## config.mk

```make
export PLATFORM = sky130hd
export DESIGN_NAME = fpga1_link_arbiter
export DESIGN_NICKNAME = d
export VERILOG_FILES = /design/src/rtl/fpga_link_pkg.sv /design/src/rtl/rr_arbiter.sv /design/src/rtl/fpga1_link_arbiter.sv
export SDC_FILE = /design/constraint.sdc
export NUM_CORES = 1
export LEC_CHECK = 0
export ABC_AREA = 0
export CELL_PAD_IN_SITES_DETAIL_PLACEMENT = 1
export CELL_PAD_IN_SITES_GLOBAL_PLACEMENT = 2
export CORE_ASPECT_RATIO = 1.5
export CORE_UTILIZATION = 29
export DETAILED_ROUTE_END_ITERATION = 10
export GPL_ROUTABILITY_DRIVEN = 0
export GPL_TIMING_DRIVEN = 0
export PLACE_DENSITY = 0.95
export SETUP_SLACK_MARGIN = 0.1
export SLEW_MARGIN = 5
export SYNTH_ARGS = -nofsm -noshare
export SYNTH_HDL_FRONTEND = slang
export SYNTH_HIERARCHICAL = 1
export SYNTH_SLANG_ARGS = --single-unit
```

## constraint.sdc

```tcl
create_clock -name clk -period 4.05 [get_ports clk]
set_input_delay 0.6075 -clock clk [delete_from_list [all_inputs] [get_ports clk]]
set_output_delay 0.6075 -clock clk [all_outputs]
set_load 0.02 [all_outputs]
```

## src/rtl/fpga_link_pkg.sv

```systemverilog
// Shared definitions for the FPGA1 sender-link arbiter: FSM encoding,
// default parameter values and the sender word-count width.
package fpga_link_pkg;

  localparam int N_REQ_DEF     = 4;
  localparam int TIMEOUT_DEF   = 1024;
  localparam int MAX_RETRY_DEF = 3;
  localparam int CNT_W         = 10;
  localparam int RETRY_W       = 2;

  typedef enum logic [1:0] {
    ST_IDLE  = 2'd0,
    ST_START = 2'd1,
    ST_WAIT  = 2'd2,
    ST_CMPL  = 2'd3
  } state_t;

endpackage

```

## src/rtl/rr_arbiter.sv

```systemverilog
// Combinational round-robin picker: lowest requester at or above ptr wins,
// otherwise wraps around to the lowest requester overall.
module rr_arbiter #(
  parameter int N = 4
) (
  input  logic [N-1:0]         req,
  input  logic [$clog2(N)-1:0] ptr,
  output logic [N-1:0]         gnt
);

  localparam int PW = $clog2(N);

  logic [N-1:0] hi_mask;
  logic [N-1:0] masked;
  logic [N-1:0] sel;

  generate
    for (genvar gi = 0; gi < N; gi++) begin : g_mask
      assign hi_mask[gi] = (ptr <= PW'(gi));
    end
  endgenerate

  assign masked = req & hi_mask;
  assign sel    = (|masked) ? masked : req;
  // Isolate the lowest set bit (two's-complement trick).
  assign gnt    = sel & (~sel + N'(1));

endmodule

```

## src/rtl/fpga1_link_arbiter.sv

```systemverilog
// Shares one FPGA1 sender link among N_REQ requesters: round-robin grant,
// per-attempt timeout with bounded re-issue, done/error completion pulses.
module fpga1_link_arbiter
  import fpga_link_pkg::*;
#(
  parameter int N_REQ     = N_REQ_DEF,
  parameter int TIMEOUT   = TIMEOUT_DEF,
  parameter int MAX_RETRY = MAX_RETRY_DEF
) (
  input  logic                   clk,
  input  logic                   rst_n,
  input  logic [N_REQ-1:0]       req_i,
  input  logic [CNT_W*N_REQ-1:0] len_i,
  output logic [N_REQ-1:0]       gnt_o,
  output logic [N_REQ-1:0]       done_o,
  output logic [N_REQ-1:0]       err_o,
  output logic                   snd_start_o,
  output logic [CNT_W-1:0]       snd_count_o,
  input  logic                   snd_done_i,
  output logic                   busy_o,
  output logic [RETRY_W-1:0]     retry_o
);

  localparam int PW = $clog2(N_REQ);
  localparam int TW = (TIMEOUT > 1) ? $clog2(TIMEOUT) : 1;

  state_t             state_reg, state_next;
  logic [N_REQ-1:0]   gnt_reg, gnt_next;
  logic [N_REQ-1:0]   done_reg, done_next;
  logic [N_REQ-1:0]   err_reg, err_next;
  logic               start_reg, start_next;
  logic [CNT_W-1:0]   count_reg, count_next;
  logic [RETRY_W-1:0] retry_reg, retry_next;
  logic [PW-1:0]      ptr_reg, ptr_next;
  logic [TW-1:0]      tmr_reg, tmr_next;

  logic [N_REQ-1:0]   arb_gnt;
  logic [PW-1:0]      ptr_grant;
  logic [CNT_W-1:0]   len_sel;
  logic               timeout_hit;

  rr_arbiter #(.N(N_REQ)) u_rr (
    .req (req_i),
    .ptr (ptr_reg),
    .gnt (arb_gnt)
  );

  // Decode the one-hot winner into its length and the next pointer value.
  always_comb begin
    ptr_grant = '0;
    len_sel   = '0;
    for (int i = 0; i < N_REQ; i++) begin
      if (arb_gnt[i]) begin
        ptr_grant = PW'((i + 1) % N_REQ);
        len_sel   = len_i[i*CNT_W +: CNT_W];
      end
    end
  end

  assign timeout_hit = (tmr_reg == TW'(TIMEOUT - 1));

  always_ff @(posedge clk or negedge rst_n) begin
    if (!rst_n) begin
      state_reg <= ST_IDLE;
      gnt_reg   <= '0;
      done_reg  <= '0;
      err_reg   <= '0;
      start_reg <= 1'b0;
      count_reg <= '0;
      retry_reg <= '0;
      ptr_reg   <= '0;
      tmr_reg   <= '0;
    end else begin
      state_reg <= state_next;
      gnt_reg   <= gnt_next;
      done_reg  <= done_next;
      err_reg   <= err_next;
      start_reg <= start_next;
      count_reg <= count_next;
      retry_reg <= retry_next;
      ptr_reg   <= ptr_next;
      tmr_reg   <= tmr_next;
    end
  end

  always_comb begin
    state_next = state_reg;
    gnt_next   = gnt_reg;
    done_next  = '0;
    err_next   = '0;
    start_next = 1'b0;
    count_next = count_reg;
    retry_next = retry_reg;
    ptr_next   = ptr_reg;
    tmr_next   = tmr_reg;
    case (state_reg)
      ST_IDLE: begin
        if (|req_i) begin
          state_next = ST_START;
          gnt_next   = arb_gnt;
          count_next = len_sel;
          start_next = (len_sel != '0);
          ptr_next   = ptr_grant;
        end
      end
      ST_START: begin
        // Zero-length transfers never touch the sender.
        if (count_reg == '0) begin
          state_next = ST_CMPL;
          done_next  = gnt_reg;
        end else begin
          state_next = ST_WAIT;
          tmr_next   = '0;
        end
      end
      ST_WAIT: begin
        if (tmr_reg != {TW{1'b1}}) begin
          tmr_next = tmr_reg + TW'(1);
        end
        // Completion takes priority over a coincident timeout.
        if (snd_done_i) begin
          state_next = ST_CMPL;
          done_next  = gnt_reg;
        end else if (timeout_hit) begin
          if (retry_reg < RETRY_W'(MAX_RETRY)) begin
            retry_next = retry_reg + RETRY_W'(1);
            state_next = ST_START;
            start_next = 1'b1;
          end else begin
            state_next = ST_CMPL;
            err_next   = gnt_reg;
          end
        end
      end
      ST_CMPL: begin
        state_next = ST_IDLE;
        gnt_next   = '0;
        retry_next = '0;
      end
      default: begin
        state_next = ST_IDLE;
      end
    endcase
  end

  assign gnt_o       = gnt_reg;
  assign done_o      = done_reg;
  assign err_o       = err_reg;
  assign snd_start_o = start_reg;
  assign snd_count_o = count_reg;
  assign retry_o     = retry_reg;
  assign busy_o      = (state_reg != ST_IDLE);

endmodule

```

==> results.tsv, run 1 <==
metric	value	unit
post-DP HPWL	5018	um
Post-Synth Simple-Gate Area	0.2084	
first-pass GRT wire length	10700	um
Netlist cell types	50	
Mapped Cells	234	
Synth area leader	dfrtp_1	
Post-Route WL	6236	um
Pint	1.032	mW
final hold violations	0	
Max Clock Skew	0.01145	ns
Final setup viols	0	
Total Negative Setup Slacks	0	ns
area fraction in compound gates after synthesis	0.2326	
Die Width	73.37	um
drt pass-1 iters	4	
Finished Core Util	0.4294	
Crit Path Class	in2reg	
share of post-route cells with drive strength above 1	0.07668	
Sw Pwr	0.7588	mW
H-tree depth	2	
FP Rows	38	
Post-DP Area	0.003057	mm2
crit end category	register	
adder-cell share of the synthesized area	0.03388	
top cells by area, synth	dfrtp_1, o22ai_1, a221oi_1	
Final WS setup	0.8171	ns
synthesized cell area	0.002216	mm2
status	complete, no violations	
pre-CTS setup slack	0.4770	ns
Hold-fix buffers, CTS	0	
Hold Worst Slack	0.4316	ns
Max IR drop VDD	0.2232	mV
FMAX	0.3093	GHz
Die ar.	0.008002	mm2
CP Launch Type	input pin	
Sw Share	0.4238	
via count	2138	
n_diodes	0	
Synthesized Nets	287	
CTS Buffer Depth	2	
combinational power share	0.520	
TritonCTS clock tree	yes	
xor/xnor cell area share of the yosys netlist	0.02372	
number of synthesized flops with an enable pin	0	
Synth-to-Final Area Change	41.90	%
sequential share of power	0.333	
YS warnings	6	
I/O pin total	73	
GRT overflow	0	
critical path peak fanout	10	
part of the cycle the worst path needs	0.7983	
setup bufs post-CTS	0	
vias in the first global route	2282	
dominant synthesized flop cell	dfrtp_1	
top-area cell type share of the netlist area	0.4404	
Sink Count	39	
number of max-cap violations	0	
Worst Max-Slew Pin Slew	0.8690	ns
post-synthesis async set-or-reset flop share	1.000	
CTS Root Cell	clkbuf_8	
Clock Latency Late Sink	0.29	ns
Initial Util	0.3026	
Layout fillers	876	
RSZ-0062 raised after global routing	no	
initial antenna violation count	0	
Relative slew margins	0.4207	
post-route cell area	0.003144	mm2
number of buffers created by CTS	5	
Worst EP arrival	3.40	ns
CP required	4.22	ns
post-cts sizing count	0	
core region area	0.007322	mm2
GRT Util Overall	0.1718	
sequential area share after synthesis	0.4404	
Worst Hold Class	in2async	
1st-iter DRT viols	58	
Final min period	3.233	ns
remaining antenna violation count	0	
Via-to-Cell Ratio	5.177	
post-synthesis mux area share	0.009034	
mean post-synth cell area	9.470	um2
# nets final	366	
leakage power	1.284	nW
main combinational cell family by area after synthesis	compound AO/OA/AOI/OAI gates	
power density over the cells	569.5	mW/mm2
drt drc	0	
Yosys reg bits	39	
Die H	109.1	um
largest net degree at the start of global routing	40	
Clock Power Share	0.147	
I/O Buffers	72	
per-cell routed wire length	15.10	um
CTS clock-pin slew for the worst setup and hold paths	0.08	ns
fin. max-slew vios	0	
==> layer usage <==
| layer | vias up | wire length (um) | track usage |
|---|---|---|---|
| met4 | 0 | 73 | 0.05082 |
| met3 | 7 | 237 | 0.03235 |
| met2 | 61 | 3453 | 0.3280 |
| met1 | 1033 | 2471 | 0.1876 |
| met5 | - | 0 | 0 |
| li1 | 1037 | - | - |
==> cells in the mapped netlist, types with 2 or more instances <==
library cell,instances
clkbuf_1,3
or2_1,2
nand3_1,8
a21oi_1,11
a22oi_1,4
and2_1,10
nor2b_1,3
xor2_1,5
o22ai_1,15
nor4_2,2
inv_1,10
ha_1,6
nor2_1,16
nand2_1,22
a31oi_1,3
buf_6,3
a221oi_1,10
mux2i_1,2
nand4_1,3
dfrtp_1,39
nor4_1,3
and3_1,2
buf_2,2
nor3_1,4
o21ai_0,12
o31ai_1,10
==> critical path, stage by stage <==
cell and delay, ns:
clkdlybuf4s50_1 0.64, a2bb2oi_1 0.19, o22ai_1 0.08, and2_1 0.18
nor2b_1 0.15, buf_2 0.19, a221oi_1 0.44, o22ai_1 0.18
nor4_1 0.33, a31oi_1 0.18, or2_1 0.24
==> final cells by class <==
cell class,instances,area [um2],area share
Buffer,9,73.82,0.02348
Clock buffer,6,82.58,0.02626
Clock inverter,1,5.005,0.001592
Inverter,11,41.29,0.01313
Multi-Input combinational cell,175,1125,0.3577
Sequential cell,39,975.9,0.3104
Tap cell,100,125.1,0.03979
Timing Repair Buffer,72,715.7,0.2276
==> power by group through the flow <==
stage	registers [mW]	logic (mW)	clock network [mW]
2_1_floorplan	0.659	0.499	0
3_3_place_gp	0.598	0.913	0
3_5_place_dp	0.606	0.938	0
4_1_cts	0.598	0.943	0.267
5_1_grt	0.615	1.04	0.282
6_report	0.596	0.931	0.263
==> metrics by stage <==
| stage | power (mW) | instances |
|---|---|---|
| finish | 1.791 | 413 |
| global route | 1.933 | 413 |
| CTS | 1.808 | 413 |
| detailed placement | 1.544 | 406 |
| global placement | 1.510 | 406 |
| floorplan | 1.159 | 234 |
==> logic make-up (layout without fill, tap and decap cells) <==
kind of cell    count (synthesis)  in the layout
compound gates                 76             76
buf+inv                        20             99
flops                          39             39
simple gates                   85             85
fa+ha+maj                       6              6
xor+xnor                        6              6
mux                             2              2
==> placed cells by master (no fill, tap or decap), drive strengths merged, types with 3 or more instances in the layout <==
cell / n
inv: 11
nor2: 16
o22ai: 15
nand2: 22
dfrtp: 39
clkdlybuf4s50: 71
a31oi: 3
o21ai: 13
ha: 6
nor4: 5
nand4: 3
clkbuf: 9
or2: 3
buf: 6
a21oi: 11
nor3: 4
nand3: 9
and2: 10
a22oi: 4
a221oi: 10
nor2b: 4
xor2: 5
o31ai: 10
==> final timing paths <==
| check | start | to | slack, ns | depth (start not counted) |
|---|---|---|---|---|
| min | rst_n | tmr_reg[9]$_DFFE_PN0P_ | 0.43 | 1 |
| min reg2reg | snd_count_o[0]$_DFFE_PN0P_ | snd_count_o[0]$_DFFE_PN0P_ | 0.53 | 2 |
| max reg2reg | ptr_reg[1]$_DFFE_PN0P_ | snd_start_o$_DFF_PN0_ | 1.25 | 10 |
| min in group clk | snd_count_o[0]$_DFFE_PN0P_ | snd_count_o[0]$_DFFE_PN0P_ | 0.53 | 2 |
| max in group asynchronous | rst_n | ptr_reg[1]$_DFFE_PN0P_ | 3.08 | 1 |
| max | req_i[2] | snd_start_o$_DFF_PN0_ | 0.82 | 11 |
No activity file was read; power rests on OpenSTA's default activity.
==> inputs of run 2 (changes only) <==
--- a/config.mk
+++ b/config.mk
@@ -9,11 +9,11 @@
 export CELL_PAD_IN_SITES_DETAIL_PLACEMENT = 1
 export CELL_PAD_IN_SITES_GLOBAL_PLACEMENT = 2
 export CORE_ASPECT_RATIO = 1.5
-export CORE_UTILIZATION = 29
+export CORE_UTILIZATION = 24
 export DETAILED_ROUTE_END_ITERATION = 10
 export GPL_ROUTABILITY_DRIVEN = 0
 export GPL_TIMING_DRIVEN = 0
-export PLACE_DENSITY = 0.95
+export PLACE_DENSITY = 0.87
 export SETUP_SLACK_MARGIN = 0.1
 export SLEW_MARGIN = 5
 export SYNTH_ARGS = -nofsm -noshare
==> constraint.sdc (replaced) <==
create_clock -name clk -period 2.9 [get_ports clk]
set_input_delay 0.435 -clock clk [delete_from_list [all_inputs] [get_ports clk]]
set_output_delay 0.435 -clock clk [all_outputs]
set_load 0.02 [all_outputs]
==> results.tsv, run 2 (same netlist as run 1, synthesis figures left out) <==
metric	value	unit	change
Sink Count	39		unchanged
part of the cycle the worst path needs	0.9084		
I/O Buffers	72		unchanged
Layout fillers	1011		+15%
largest net degree at the start of global routing	32		-20%
Final setup viols	0		unchanged
critical path peak fanout	10		unchanged
vias in the first global route	2299		+0.74%
TritonCTS clock tree	yes		
Placed Cells	417		+2.7%
status	complete, no violations		
Finished Core Util	0.3795		-0.04988
per-cell routed wire length	15.90	um	+5.3%
Die ar.	0.009629	mm2	+20%
CTS clock-pin slew for the worst setup and hold paths	0.06	ns	-0.02 ns
Post-DP Area	0.003089	mm2	+1.1%
Via-to-Cell Ratio	5.075		-2.0%
CTS Buffer Depth	2		unchanged
via count	2162		+1.1%
Synth-to-Final Area Change	52.12	%	
post-route cell area	0.003371	mm2	+7.2%
GRT Util Overall	0.1499		-0.02189
GRT overflow	0		unchanged
Worst EP arrival	2.80	ns	-0.60 ns
number of max-cap violations	0		unchanged
drt drc	0		unchanged
drt pass-1 iters	4		unchanged
CP required	3.07	ns	-1.15 ns
commonest non-fill, non-tap cell in the layout	clkdlybuf4s50_1		
cell mode on critical path	o22ai_1		
RSZ-0062 raised after global routing	no		
Die H	119.7	um	+9.7%
Power, Total	2.941	mW	+64%
Layout Cells excl Fill	426		+3.1%
Die Width	80.46	um	+9.7%
remaining antenna violation count	0		unchanged
Final min period	2.634	ns	
power density over the cells	872.6	mW/mm2	+53%
Initial Util	0.2495		-0.05312
Clock Latency Late Sink	0.29	ns	about the same
initial antenna violation count	0		unchanged
I/O pin total	73		unchanged
first-pass GRT wire length	11040	um	+3.2%
CTS Root Cell	clkbuf_16		
CP Launch Type	input pin		
CP Cell Sequence	clkdlybuf4s15_1 > a2bb2oi_1 > o22ai_1 > and2_1 > nor2b_1 > buf_2 > a221oi_4 > o22ai_1 > nor4_2 > a31oi_1 > or2_1		
Crit path largest cell delay	0.34	ns	-0.30 ns
commonest non-fill, non-tap cells in the layout	clkdlybuf4s50_1, dfrtp_1, nand2_1		
leakage power	1.369	nW	+6.6%
final hold violations	0		unchanged
# nets final	368		+0.55%
Post-Route WL	6772	um	+8.6%
H-tree depth	2		unchanged
Worst Max-Slew Pin Slew	0.6624	ns	-0.2066 ns
Worst Hold Class	reg2reg		
fin. max-slew vios	0		unchanged
FP Rows	42		+11%
cell family with most CP delay	simple AND/OR/NAND/NOR gates		
Max IR drop VDD	0.3819	mV	+71%
share of post-route cells with drive strength above 1	0.1108		+0.03408
Max Clock Skew	0.005073	ns	-0.006378 ns
Crit Path Class	in2reg		
WP buf/inv	2		unchanged
post-DP HPWL	5292	um	+5.5%
number of buffers created by CTS	5		unchanged
n_diodes	0		unchanged
1st-iter DRT viols	51		-12%
crit end category	register		
FMAX	0.3796	GHz	
Worst path slowest cell	nor4_2		
Relative slew margins	0.5547		+0.1341
core region area	0.008881	mm2	+21%
run 2: report_power, final:
part	total, mW	switching [mW]	internal (mW)
logic	1.39	0.784	0.611
registers	0.837	0.154	0.683
clock network	0.710	0.217	0.493
run 2: cell type report:
class                           instances  area [um2]  area share
Multi-Input combinational cell        175        1215      0.3604
Sequential cell                        39       975.9      0.2895
Timing Repair Buffer                   74       738.2      0.2190
Tap cell                              110       137.6     0.04083
Clock buffer                            6       128.9     0.03823
Buffer                                  9       73.82     0.02190
Clock inverter                          2       60.06     0.01782
Inverter                               11       41.29     0.01225
run 2: worst min-delay path, stage by stage (launching register included):
cell	delay, ns
dfrtp_1	0.36
nand2_1	0.06
o31ai_1	0.06
run 2: routing by layer:
layer  track usage  part of all wire  wire length (um)  up-vias
met5             0                 0                 0        -
met4       0.05357             0.016               105        0
met3       0.03878             0.041               279        8
met2        0.2802              0.56              3804       52
met1        0.1557              0.38              2582     1064
li1              -                 -                 -     1038
run 2: worst paths after layout:
path                                            startpoint                          to  slack [ns]  depth (start not counted)
worst min-delay path            snd_count_o[7]$_DFFE_PN0P_  snd_count_o[7]$_DFFE_PN0P_        0.51                          2
worst min register to register  snd_count_o[7]$_DFFE_PN0P_  snd_count_o[7]$_DFFE_PN0P_        0.51                          2
max in group asynchronous                            rst_n      ptr_reg[1]$_DFFE_PN0P_        1.93                          3
worst max register to register      ptr_reg[1]$_DFFE_PN0P_       snd_start_o$_DFF_PN0_        0.28                         10
worst max-delay path                              req_i[1]       snd_start_o$_DFF_PN0_        0.27                         11
min in group asynchronous                            rst_n         done_o[3]$_DFF_PN0_        0.55                          2
run 2: stage by stage:
stage                     hold slack [ns]  setup TNS, ns  setup slack [ns]
final                              0.5099              0            0.2657
after global routing               0.5633              0            0.1118
after CTS                          0.5137              0            0.2629
after detailed placement           0.3012        -0.4453           -0.4453
after global placement             0.4932        -0.4458           -0.4458
after floorplan                    0.1394              0            0.6145
run 2: timing repair:
item	CTS	global route
setup buffers	0	0
pin swaps	0	1
hold endpoints to repair	8	0
endpoints found under the setup margin	1	1
gates cloned	0	0
hold buffers	1	0
resized for setup	10	9
